$ cat src/rtl/uart_pkg.sv
// Shared constants and types for the UART frame receiver: header default,
// FSM state encoding and error codes.
package uart_pkg;

    localparam logic [7:0] HEADER_DEFAULT = 8'hA5;

    typedef enum logic [2:0] {
        ST_IDLE,
        ST_LEN,
        ST_PAYLOAD,
        ST_CHK,
        ST_DRAIN
    } state_t;

    typedef enum logic [1:0] {
        ERR_NONE     = 2'b00,
        ERR_CHECKSUM = 2'b01,
        ERR_LENGTH   = 2'b10,
        ERR_TIMEOUT  = 2'b11
    } err_t;

    // Address width for a memory of the given depth (at least one bit).
    function automatic int unsigned buf_addr_width(input int unsigned depth);
        return (depth > 1) ? $clog2(depth) : 1;
    endfunction

endpackage

$ cat src/rtl/uart_frame_buf.sv
// Payload store for one frame: Depth x 8 memory with one write port and
// one registered read port.
module uart_frame_buf
    import uart_pkg::*;
#(
    parameter int unsigned Depth = 16,
    parameter int unsigned AddrW = buf_addr_width(Depth)
) (
    input  logic             clk_i,
    input  logic             rst_i,
    input  logic             wr_en_i,
    input  logic [AddrW-1:0] wr_addr_i,
    input  logic [7:0]       wr_data_i,
    input  logic             rd_en_i,
    input  logic [AddrW-1:0] rd_addr_i,
    output logic [7:0]       rd_data_o
);

    logic [7:0] mem [Depth];

    always_ff @(posedge clk_i) begin
        if (wr_en_i) begin
            mem[wr_addr_i] <= wr_data_i;
        end
    end

    always_ff @(posedge clk_i or negedge rst_i) begin
        if (!rst_i) begin
            rd_data_o <= '0;
        end else if (rd_en_i) begin
            rd_data_o <= mem[rd_addr_i];
        end
    end

endmodule

$ cat src/rtl/uart_frame_rx.sv
// Frame decoder for Header/LEN/payload/CHK byte streams; buffers the payload
// and releases it on a valid/ready stream only after the checksum matches.
module uart_frame_rx
    import uart_pkg::*;
#(
    parameter int unsigned MaxLen        = 16,
    parameter int unsigned TimeoutCycles = 1_000_000,
    parameter logic [7:0]  Header        = HEADER_DEFAULT
) (
    input  logic       clk_i,
    input  logic       rst_i,
    input  logic [7:0] rx_data_i,
    input  logic       rx_done_tick_i,
    input  logic       out_ready_i,
    output logic [7:0] out_data_o,
    output logic       out_valid_o,
    output logic       out_last_o,
    output logic       frame_ok_tick_o,
    output logic       frame_err_tick_o,
    output logic [1:0] err_code_o,
    output logic       overrun_tick_o
);

    localparam int unsigned TW = $clog2(TimeoutCycles + 1);
    localparam int unsigned IW = $clog2(MaxLen + 1);
    localparam int unsigned AW = buf_addr_width(MaxLen);
    localparam logic [TW-1:0] TmoLast = TW'(TimeoutCycles - 1);

    state_t        state, state_d;
    logic [IW-1:0] len, len_m1, idx, fetch;
    logic [7:0]    sum;
    logic [TW-1:0] tmo_cnt;
    logic          active, timeout_hit, len_bad, chk_match;
    logic          ok_set, err_set, buf_we, load, hs_last;
    err_t          err_val, err_code;
    logic          valid_q, last_q, ok_tick_q, err_tick_q;
    logic [7:0]    rd_data;

    assign active      = state inside {ST_LEN, ST_PAYLOAD, ST_CHK};
    assign timeout_hit = active && !rx_done_tick_i && (tmo_cnt == TmoLast);
    assign len_bad     = (rx_data_i == '0) || (32'(rx_data_i) > MaxLen);
    assign chk_match   = (rx_data_i == sum);
    assign len_m1      = len - IW'(1);

    always_ff @(posedge clk_i or negedge rst_i) begin
        if (!rst_i) begin
            state <= ST_IDLE;
        end else begin
            state <= state_d;
        end
    end

    always_comb begin
        state_d = state;
        case (state)
            ST_IDLE: begin
                if (rx_done_tick_i && rx_data_i == Header) state_d = ST_LEN;
            end
            ST_LEN: begin
                if (rx_done_tick_i) state_d = len_bad ? ST_IDLE : ST_PAYLOAD;
            end
            ST_PAYLOAD: begin
                if (rx_done_tick_i && idx == len_m1) state_d = ST_CHK;
            end
            ST_CHK: begin
                if (rx_done_tick_i) state_d = chk_match ? ST_DRAIN : ST_IDLE;
            end
            ST_DRAIN: begin
                if (hs_last) state_d = ST_IDLE;
            end
            default: state_d = ST_IDLE;
        endcase
        if (timeout_hit) state_d = ST_IDLE;
    end

    always_comb begin
        ok_set  = 1'b0;
        err_set = 1'b0;
        err_val = ERR_NONE;
        buf_we  = 1'b0;
        load    = 1'b0;
        hs_last = 1'b0;
        case (state)
            ST_LEN: begin
                if (rx_done_tick_i && len_bad) begin
                    err_set = 1'b1;
                    err_val = ERR_LENGTH;
                end
            end
            ST_PAYLOAD: buf_we = rx_done_tick_i;
            ST_CHK: begin
                if (rx_done_tick_i) begin
                    ok_set  = chk_match;
                    err_set = !chk_match;
                    err_val = ERR_CHECKSUM;
                end
            end
            ST_DRAIN: begin
                // Prefetch the next byte whenever the output slot is empty or being consumed.
                load    = (fetch != len) && (!valid_q || out_ready_i);
                hs_last = valid_q && out_ready_i && last_q;
            end
            default: ;
        endcase
        if (timeout_hit) begin
            err_set = 1'b1;
            err_val = ERR_TIMEOUT;
        end
    end

    always_ff @(posedge clk_i or negedge rst_i) begin
        if (!rst_i) begin
            len        <= '0;
            idx        <= '0;
            fetch      <= '0;
            sum        <= '0;
            tmo_cnt    <= '0;
            valid_q    <= 1'b0;
            last_q     <= 1'b0;
            ok_tick_q  <= 1'b0;
            err_tick_q <= 1'b0;
            err_code   <= ERR_NONE;
        end else begin
            ok_tick_q  <= ok_set;
            err_tick_q <= err_set;
            if (err_set) begin
                err_code <= err_val;
            end else if (ok_set) begin
                err_code <= ERR_NONE;
            end

            if (!active || rx_done_tick_i || timeout_hit) begin
                tmo_cnt <= '0;
            end else begin
                tmo_cnt <= tmo_cnt + TW'(1);
            end

            if (state == ST_LEN && rx_done_tick_i) begin
                len <= IW'(rx_data_i);
                sum <= rx_data_i;
                idx <= '0;
            end
            if (buf_we) begin
                sum <= sum + rx_data_i;
                idx <= idx + IW'(1);
            end

            if (ok_set) begin
                fetch <= '0;
            end else if (load) begin
                fetch <= fetch + IW'(1);
            end

            if (load) begin
                valid_q <= 1'b1;
                last_q  <= (fetch == len_m1);
            end else if (valid_q && out_ready_i) begin
                valid_q <= 1'b0;
                last_q  <= 1'b0;
            end
        end
    end

    uart_frame_buf #(
        .Depth (MaxLen),
        .AddrW (AW)
    ) u_buf (
        .clk_i     (clk_i),
        .rst_i     (rst_i),
        .wr_en_i   (buf_we),
        .wr_addr_i (idx[AW-1:0]),
        .wr_data_i (rx_data_i),
        .rd_en_i   (load),
        .rd_addr_i (fetch[AW-1:0]),
        .rd_data_o (rd_data)
    );

    assign out_data_o       = rd_data;
    assign out_valid_o      = valid_q;
    assign out_last_o       = last_q;
    assign frame_ok_tick_o  = ok_tick_q;
    assign frame_err_tick_o = err_tick_q;
    assign err_code_o       = err_code;
    assign overrun_tick_o   = (state == ST_DRAIN) && rx_done_tick_i;

endmodule

$ cat config.mk
export PLATFORM = sky130hd
export DESIGN_NAME = uart_frame_rx
export DESIGN_NICKNAME = d
export VERILOG_FILES = /design/src/rtl/uart_pkg.sv /design/src/rtl/uart_frame_buf.sv /design/src/rtl/uart_frame_rx.sv
export SDC_FILE = /design/constraint.sdc
export NUM_CORES = 1
export LEC_CHECK = 0
export CAP_MARGIN = 25
export CORE_UTILIZATION = 55
export CTS_CLUSTER_SIZE = 10
export DETAILED_ROUTE_END_ITERATION = 12
export GPL_TIMING_DRIVEN = 0
export HOLD_SLACK_MARGIN = 0.02
export PLACE_DENSITY = 0.76
export SLEW_MARGIN = 20
export SYNTH_ARGS = -nofsm -noshare
export SYNTH_HDL_FRONTEND = slang
export SYNTH_SLANG_ARGS = --single-unit
$ cat constraint.sdc
create_clock -name clk_i -period 2.22 [get_ports clk_i]
set_input_delay 0.222 -clock clk_i [delete_from_list [all_inputs] [get_ports clk_i]]
set_output_delay 0.222 -clock clk_i [all_outputs]
set_load 0.005 [all_outputs]
==> results of run 1 <==
worst paths after layout:
| check | from | to | slack (ns) | depth (start not counted) |
|---|---|---|---|---|
| max reg2reg | idx[2] | u_buf.mem[7][2] | 0.08 | 4 |
| max in group asynchronous | rst_i | u_buf.rd_data_o[6] | 1.45 | 3 |
| max | idx[2] | u_buf.mem[7][2] | 0.08 | 4 |
| min in group clk_i | rx_done_tick_i | state[1] | 0.32 | 4 |
| min | rst_i | tmo_cnt[11] | 0.25 | 2 |
| min reg2reg | u_buf.rd_data_o[0] | u_buf.rd_data_o[0] | 0.49 | 2 |
placed cells by master, fill, tap and decap left out, types with 17 or more instances in the layout:
master and instances:
nor2_1 31, mux4_2 32, xor2_1 18, inv_1 18, o22ai_1 17, clkbuf_16 17
o21ai_0 20, edfxtp_1 128, dfrtp_1 60, nand2_1 46
kinds of logic after synthesis:
kind of cell | Yosys count | synth area share, %
AOI/OAI and AO/OA | 83 | 6.58
xor gates and xnor gates | 34 | 3.62
adders and majority gates | 15 | 2.37
buffers and inverters | 47 | 2.46
DFF | 188 | 65.0
muxes | 35 | 9.12
and+or+nand+nor | 178 | 10.9
final cells by class:
class	count	area share, %
Clock inverter	13	1.92
Buffer	28	1.41
Inverter	18	0.695
Multi-Input combinational cell	345	29.0
Timing Repair Buffer	44	4.98
Clock buffer	19	4.66
Tap cell	184	2.37
Sequential cell	188	54.9
state kept, by name (all words and copies together), names as in the netlist:
register and cells:
err_code_o 2, fetch 5, frame_err_tick_o 1, frame_ok_tick_o 1
idx 5, len 5, out_last_o 1, out_valid_o 1
state 3, sum 8, tmo_cnt 20, u_buf.mem 128
u_buf.rd_data_o 8
worst reg2reg max path: stages (launching register included):
cell and delay (ns):
dfrtp_1 0.44, clkbuf_1 0.61, nand2_2 0.32, nor3b_4 0.32
buf_12 0.17
report_power, final:
| part | total (W) | internal (W) | switching [W] | leakage [nW] |
|---|---|---|---|---|
| registers | 0.00428 | 0.00403 | 0.000248 | 1.93 |
| logic | 0.00301 | 0.00136 | 0.00165 | 1.31 |
| clock network | 0.00324 | 0.00195 | 0.00129 | 0.300 |
| total | 0.0105 | 0.00734 | 0.00319 | 3.53 |
repair_timing:
| action | in CTS | in global routing |
|---|---|---|
| setup endpoints to repair | 129 | 107 |
| pin swaps | 1 | 7 |
| gates resized for setup | 27 | 24 |
| endpoints found under the hold margin | 27 | 0 |
| setup buffers | 3 | 10 |
| hold buffers | 1 | 0 |
per-layer routing:
metal,part of all wire (%),vias to the layer above
met2,51,231
li1,-,2346
met5,0,-
met4,2.3,0
met3,6.3,37
met1,40,2670
through the flow:
step           TNS (ns)  hold slack [ns]  utilization (%)  area [sq um]
6_report              0            0.250             66.7          9730
5_1_grt               0            0.288             66.7          9730
4_1_cts           -3.41            0.252             65.3          9530
3_5_place_dp     -24.95            0.170             60.3          8790
3_3_place_gp    -113.56            0.464             59.7          8710
2_1_floorplan     -1.98          -0.0736                -          8230
==> flow_metrics.py, run 1 <==
metrics = {
    "logic_synthesis": {
        "yosysTopAreaCell": "edfxtp_1",
        "async_reset_ff_share_pct": 31.9,
        "syn_area_per_cell_sq_um": 14.2,
        "synth_edf_count": 128,
        "synth.top_cell.area_share_pct": 46.7,
        "syn_nets": 607,
        "yosys-top-cells-area": "edfxtp_1 (47%), dfrtp_1 (18%), mux4_2 (8.8%), nand2_1 (2.2%), ha_1 (2.1%)",
        "ys_ff_latch": 188,
        "yosysMostFrequentCell": "edfxtp_1",
        "postSynthCellCount": 580,
        "ys_warn_count": 0,
        "ys_types": 54,
        "syn_area_sq_um": 8230,
        "ys.flop_type": "edfxtp_1",
        "synth_common_cells": "edfxtp_1 (128), dfrtp_1 (60), nand2_1 (48)",
        "yosysSeqAreaShare_pct": 65.0,
    },
    "worst_setup_path": {
        "path_cells": "clkbuf_1 > nand2_2 > nor3b_4 > buf_12",
        "critPathMaxFanout": 10,
        "end_kind": "register",
        "cp-start-kind": "register",
        "crit_buf_inv": 2,
        "max_stage_delay_ns": 0.61,
        "worstSetupPathType": "reg -> reg",
        "worstPathRequired_ns": 2.37,
        "critPathTopFamily": "buffers and inverters",
        "worst_path_max_delay_cell": "clkbuf_1",
        "cp.arrival_ns": 2.28,
    },
    "global_routing": {
        "antenna_found_initial": 0,
        "met3_usage_pct": 5.03,
        "grt_util_all_layers_pct": 25.8,
        "use_met1_pct": 34.1,
        "grt_max_degree": 34,
        "use_met2_pct": 43.0,
        "grt.overflow.total": 0,
        "grt_pass1_vias": 5386,
        "grt_pass1_wl_um": 29800,
        "busiest_layer": "met2",
    },
    "cts": {
        "clkTransAtPathRegs_ns": 0.07,
        "root_buffer": "clkbuf_16",
        "clk_latency_ns": 0.43,
        "clock-sinks": 188,
        "clockBufferDepth": 2,
        "cts_tree": "built",
        "cts_made_buffers": 17,
        "htree_levels": 4,
    },
    "cells_and_area": {
        "fin_cells": 839,
        "multi_input_comb_area_sq_um": 2820,
        "n_antenna_cell": 0,
        "areaGrowthSynthToFinish_pct": 18.2,
        "layout-drive-gt1-share_pct": 19.4,
        "nets": 669,
        "final-seq-area_sq_um": 5350,
        "fillers": 984,
    },
    "timing": {
        "fin_crit_sh_pct": 96.3,
        "tightestPinTransition_ns": 0.756,
        "fmax_mhz": 468,
        "final.min_clock_period_ns": 2.14,
        "slew_viol_final": 0,
        "setup_viol": 0,
        "setup_slack_ns": 0.0825,
        "fin_skew_ns": 0.0108,
        "maxSlewHeadroom_pct": 49.6,
        "rsz0062_at_grt": "false",
        "hold_viol": 0,
    },
    "floorplan": {
        "ios": 27,
        "core_area_sq_um": 14600,
        "start_util_pct": 56.4,
        "fp-row-count": 44,
        "die_h_um": 124,
        "dieArea_sq_um": 15500,
        "die_x_um": 124,
    },
    "detailed_routing": {
        "routed_wl_um": 19000,
        "post_drt_wl_per_cell_um": 22.7,
        "via_count": 5284,
        "dr.pass1.iters": 5,
        "antenna_left": 0,
        "drc": 0,
        "first_iter_violations": 374,
        "via_per_inst": 6.30,
    },
    "hold_path": {
        "min_path_type": "in -> async",
    },
    "flow_run": {
        "cap_viol_max_count": 0,
    },
    "power_and_ir_drop": {
        "total_power_w": 0.0105,
        "pwr_density_cell_nw_per_um2": 1080,
        "ir_drop_mv": 0.666,
        "power.leakage_nw": 3.53,
    },
    "placement": {
        "place.detailed.hpwl_um": 11800,
        "io_buffer_count": 25,
        "place.gp.congestion": 0.850,
        "dp.cells": 794,
        "dp_slack_ns": -0.864,
    },
    "outcome": {
        "status": "finished clean",
    },
}
Note: power is estimated with default switching activity, not from simulation.
==> run 2, diff against run 1 <==
CORE_MARGIN = 2   (was not set)
==> flow_metrics.py, run 2 (same netlist as run 1, synthesis figures left out) <==
metrics = {
    "outcome": {
        "status": "finished, violations left",
        "violations": "setup timing",
    },
    "timing": {
        "fin_crit_sh_pct": 105,
        "fmax_mhz": 428,
        "tightestPinTransition_ns": 0.760,
        "setup_viol": 28,
        "maxSlewHeadroom_pct": 49.3,
        "setup_slack_ns": -0.119,
        "fin_tns_setup_ns": -1.80,
        "slew_viol_final": 0,
        "final.min_clock_period_ns": 2.34,
        "hold_viol": 0,
        "fin_skew_ns": 0.00814,
        "hold_ws_ns": 0.225,
        "rsz0062_at_grt": "true",
    },
    "worst_setup_path": {
        "worst_path_max_delay_cell": "nor2_2",
        "critPathTopFamily": "simple AND/OR/NAND/NOR gates",
        "worstPathRequired_ns": 2.29,
        "critPathMaxFanout": 10,
        "crit_buf_inv": 2,
        "cp-start-kind": "register",
        "cp.arrival_ns": 2.41,
        "worstSetupPathType": "reg -> reg",
        "end_kind": "register",
        "path_cells": "clkbuf_1 > nor4bb_1 > clkbuf_4 > nand3_1 > nor2_2",
        "max_stage_delay_ns": 0.51,
        "rrSetupSlack_ns": -0.12,
    },
    "cts": {
        "htree_levels": 4,
        "clk_latency_ns": 0.44,
        "cts_tree": "built",
        "clockBufferDepth": 2,
        "root_buffer": "clkbuf_16",
        "clkTransAtPathRegs_ns": 0.07,
        "cts_made_buffers": 17,
        "clock-sinks": 188,
    },
    "hold_path": {
        "min_path_type": "in -> async",
    },
    "detailed_routing": {
        "dr.pass1.iters": 5,
        "routed_wl_um": 18200,
        "via_per_inst": 6.21,
        "via_count": 5175,
        "antenna_left": 0,
        "first_iter_violations": 515,
        "post_drt_wl_per_cell_um": 21.8,
        "drc": 0,
    },
    "global_routing": {
        "grt.overflow.total": 0,
        "antenna_found_initial": 0,
        "grt_pass1_wl_um": 28900,
        "grt_max_degree": 39,
        "grt_util_all_layers_pct": 24.1,
        "grt_pass1_vias": 5155,
    },
    "floorplan": {
        "die_x_um": 126,
        "dieArea_sq_um": 16000,
        "ios": 27,
        "fp-row-count": 44,
        "start_util_pct": 56.4,
        "die_h_um": 126,
        "core_area_sq_um": 14600,
    },
    "placement": {
        "io_buffer_count": 25,
        "dp_slack_ns": -0.846,
        "place.detailed.hpwl_um": 11500,
        "place.gp.congestion": 0.877,
    },
    "cells_and_area": {
        "nets": 664,
        "layout-drive-gt1-share_pct": 18.2,
        "final_common_cell": "edfxtp_1",
        "layout_common_cells": "edfxtp_1 (128), dfrtp_1 (60), nand2_1 (46), mux4_2 (32), nor2_1 (30)",
        "n_antenna_cell": 0,
        "largest_register": "u_buf.mem",
        "largest_reg_flops": 128,
        "areaGrowthSynthToFinish_pct": 16.4,
        "top_regs": "u_buf.mem: 128 flops, tmo_cnt: 20 flops",
    },
    "power_and_ir_drop": {
        "intPower_w": 0.00726,
        "total_power_w": 0.0104,
        "pwr_density_cell_nw_per_um2": 1090,
        "ir_drop_mv": 0.712,
        "power.switching_w": 0.00314,
        "power.leakage_nw": 3.49,
        "power_frac_comb_pct": 28.4,
        "p_seq_share_pct": 41.1,
        "swShare_pct": 30.2,
        "p_clk_share_pct": 30.5,
    },
    "flow_run": {
        "cap_viol_max_count": 0,
    },
}
==> run 2: cell count changes in the layout (fill, tap and decap cells not counted), moves of 3 or more <==
| cell | previous run | this run |
|---|---|---|
| and3_2 | 3 | 0 |
| and3_1 | 8 | 11 |
| nor2_4 | 3 | 0 |
| buf_12 | 8 | 5 |
| nor2_2 | 2 | 6 |
| clkbuf_2 | 4 | 7 |
| clkdlybuf4s15_2 | 6 | 1 |
| clkinv_2 | 0 | 3 |
==> run 2: per-layer routing <==
metal	share of wire [%]	global-route usage, %	wire (um)
met1	41	33.6	7510
met3	6.3	5.06	1140
met5	0	0	0
met4	1.9	7.43	350
met2	50	38.8	9150
==> run 2: final cells by class <==
cell class / instances / area (sq um)
Sequential cell: 188 / 5350
Fill cell: 978 / 5010
Multi-Input combinational cell: 345 / 2790
Clock buffer: 18 / 429
Timing Repair Buffer: 39 / 383
Tap cell: 184 / 230
Clock inverter: 14 / 191
Buffer: 28 / 139
Inverter: 18 / 67.6
==> run 2: worst paths after layout <==
path	from	depth (start not counted)	to
worst max-delay path	state[2]	5	u_buf.mem[12][4]
worst min-delay path	rst_i	2	tmo_cnt[12]
worst max register to register	state[2]	5	u_buf.mem[12][4]
worst min register to register	u_buf.rd_data_o[0]	2	u_buf.rd_data_o[0]
max in group asynchronous	rst_i	3	idx[1]
min in group clk_i	rx_done_tick_i	4	state[1]
==> run 2: stage by stage <==
stage | cells | util, % | cell area, sq um
after global routing | 834 | 65.7 | 9580
after detailed placement | 794 | 60.3 | 8800
after global placement | 789 | 59.7 | 8710
after floorplan | 580 | - | 8230
final | 834 | 65.7 | 9580
after CTS | 830 | 65.1 | 9500
==> run 2: power by group through the flow <==
| stage | clock network (W) | registers, W | logic (W) |
|---|---|---|---|
| final | 0.00317 | 0.00428 | 0.00296 |
| after global routing | 0.00333 | 0.00431 | 0.00324 |
| after CTS | 0.00319 | 0.00427 | 0.00296 |
| after detailed placement | 0 | 0.00434 | 0.00291 |
| after global placement | 0 | 0.00432 | 0.00280 |
| after floorplan | 0 | 0.00428 | 0.00204 |
==> run 2: timing repair <==
action / CTS / global route
resized for setup: 18 / 26
buffers inserted: 3 / 5
cloned: 0 / 0
setup endpoints to repair: 109 / 110
hold endpoints to repair: 45 / 0
hold buffers: 1 / 0
pin swaps: 0 / 3
==> run 3, diff against run 2 <==
CORE_UTILIZATION = 57   (was 55)
DONT_BUFFER_PORTS = 1   (was not set)
PLACE_DENSITY = 0.75   (was 0.76)
REMOVE_ABC_BUFFERS = 1   (was not set)
==> flow_metrics.py, run 3 (same netlist as run 1, synthesis figures left out) <==
metrics = {
    "cells_and_area": {
        "final_common_cell": "edfxtp_1",
        "largest_reg_flops": 128,
        "n_antenna_cell": 0,
        "areaGrowthSynthToFinish_pct": 14.9,
        "layout-drive-gt1-share_pct": 18.7,
        "utilization_pct": 67.6,
        "final-seq-area_sq_um": 5360,
        "multi_input_comb_area_sq_um": 2840,
        "fillers": 933,
        "largest_register": "u_buf.mem",
        "layout_common_cells": "edfxtp_1 (128), dfrtp_1 (56), nand2_1 (46), mux4_2 (32), nor2_1 (31)",
        "fin_cells": 800,
        "nets": 634,
        "top_regs": "u_buf.mem: 128 flops, tmo_cnt: 20 flops",
    },
    "worst_setup_path": {
        "critPathMostFrequentCell": "inv_1",
        "max_stage_delay_ns": 0.59,
        "worst_path_max_delay_cell": "nor4_2",
        "path_cells": "inv_1 > ha_1 > inv_1 > nor4_2 > buf_4",
        "cp.arrival_ns": 2.32,
        "cp-start-kind": "register",
        "critPathMaxFanout": 7,
        "worstPathRequired_ns": 2.37,
        "end_kind": "register",
        "worstSetupPathType": "reg -> reg",
    },
    "timing": {
        "fin_skew_ns": 0.0102,
        "fmax_mhz": 461,
        "setup_viol": 0,
        "rsz0062_at_grt": "false",
        "hold_viol": 0,
        "hold_ws_ns": 0.0475,
        "maxSlewHeadroom_pct": 41.3,
        "fin_crit_sh_pct": 97.8,
        "slew_viol_final": 0,
        "final.min_clock_period_ns": 2.17,
        "tightestPinTransition_ns": 0.881,
    },
    "cts": {
        "htree_levels": 4,
        "clkTransAtPathRegs_ns": 0.07,
        "cts_tree": "built",
        "clock-sinks": 188,
        "root_buffer": "clkbuf_16",
        "clockBufferDepth": 2,
        "cts_made_buffers": 17,
        "clk_latency_ns": 0.44,
    },
    "floorplan": {
        "ios": 27,
        "start_util_pct": 58.8,
        "die_x_um": 124,
        "die_h_um": 124,
        "fp-row-count": 43,
        "core_area_sq_um": 14000,
        "dieArea_sq_um": 15400,
    },
    "detailed_routing": {
        "via_count": 5176,
        "antenna_left": 0,
        "first_iter_violations": 554,
        "via_per_inst": 6.47,
        "dr.pass1.iters": 5,
        "drc": 0,
        "routed_wl_um": 19400,
        "post_drt_wl_per_cell_um": 24.2,
    },
    "placement": {
        "io_buffer_count": 0,
        "dp.cells": 736,
        "place.detailed.hpwl_um": 11000,
        "place.gp.congestion": 0.845,
    },
    "global_routing": {
        "met3_usage_pct": 7.10,
        "use_met2_pct": 43.4,
        "busiest_layer": "met2",
        "use_met1_pct": 33.9,
        "grt_pass1_vias": 5131,
        "grt_max_degree": 61,
        "grt.overflow.total": 0,
        "antenna_found_initial": 0,
        "grt_pass1_wl_um": 28800,
        "grt_util_all_layers_pct": 26.3,
    },
    "power_and_ir_drop": {
        "intPower_w": 0.00689,
        "total_power_w": 0.0102,
        "p_seq_share_pct": 44.1,
        "p_clk_share_pct": 29.0,
        "ir_drop_mv": 0.613,
        "power.leakage_nw": 3.41,
        "power.switching_w": 0.00330,
        "swShare_pct": 32.4,
        "power_frac_comb_pct": 26.9,
        "pwr_density_cell_nw_per_um2": 1080,
    },
    "outcome": {
        "status": "finished clean",
    },
    "hold_path": {
        "min_path_type": "in -> reg",
    },
    "flow_run": {
        "cap_viol_max_count": 0,
    },
}
run 3: cell count changes in the layout (fill, tap and decap cells not counted), sizes merged:
cell           delta
bufinv            -3
clkdlybuf4s50    -16
a211o             +1
dlygate4sd3       +9
dlygate4sd2       -1
clkbuf           -18
clkdlybuf4s15     -1
inv               +3
buf               -4
run 3: stage by stage:
| step | TNS, ns | cell area [sq um] | worst slack (ns) |
|---|---|---|---|
| after global routing | 0 | 9450 | 0.00561 |
| after detailed placement | -33.51 | 8410 | -0.651 |
| after floorplan | -24.94 | 8090 | -0.696 |
| final | 0 | 9450 | 0.0497 |
| after global placement | -125.30 | 8320 | -1.47 |
| after CTS | -0.328 | 9280 | -0.0176 |
run 3: routing by layer:
layer | wire length (um) | vias up
li1 | - | 2276
met1 | 7530 | 2615
met3 | 1620 | 33
met4 | 359 | 0
met2 | 9880 | 252
met5 | 0 | -
run 3: critical path, delay by kind of cell (launching register included):
| kind | cells | cell delay [ns] |
|---|---|---|
| buf+inv | 3 | 0.60 |
| simple gates | 1 | 0.59 |
| flops | 1 | 0.47 |
| fa+ha+maj | 1 | 0.21 |
run 3: repair_timing:
item,4_1_cts,5_1_grt
hold buffers,11,0
resized for setup,16,12
setup endpoints to repair,137,88
cloned,1,0
pin swaps,4,4
setup buffers,8,12
endpoints found under the hold margin,202,0
run 3: cell type report:
type                            count  area share, %
Timing Repair Buffer               36           4.13
Inverter                           18          0.715
Sequential cell                   188           56.7
Clock buffer                       18           4.54
Clock inverter                     14           1.47
Multi-Input combinational cell    346           30.1
Tap cell                          180           2.38
run 3: power by group through the flow:
stage / Sequential, W / Combinational (W) / Clock, W
global placement: 0.00468 / 0.00208 / 0
global route: 0.00455 / 0.00297 / 0.00312
detailed placement: 0.00472 / 0.00218 / 0
CTS: 0.00458 / 0.00250 / 0.00297
floorplan: 0.00451 / 0.00174 / 0
finish: 0.00450 / 0.00274 / 0.00295
run 3: worst paths after layout:
check                          startpoint         endpoint  slack (ns)  depth (start not counted)
max                                idx[0]  u_buf.mem[2][2]        0.05                          5
min                        rx_done_tick_i         state[1]        0.05                          3
max reg2reg                        idx[0]  u_buf.mem[2][2]        0.05                          5
min reg2reg                    tmo_cnt[0]       tmo_cnt[0]        0.51                          1
max in group asynchronous           rst_i         fetch[1]        1.62                          2
min in group asynchronous           rst_i      tmo_cnt[19]        0.31                          2
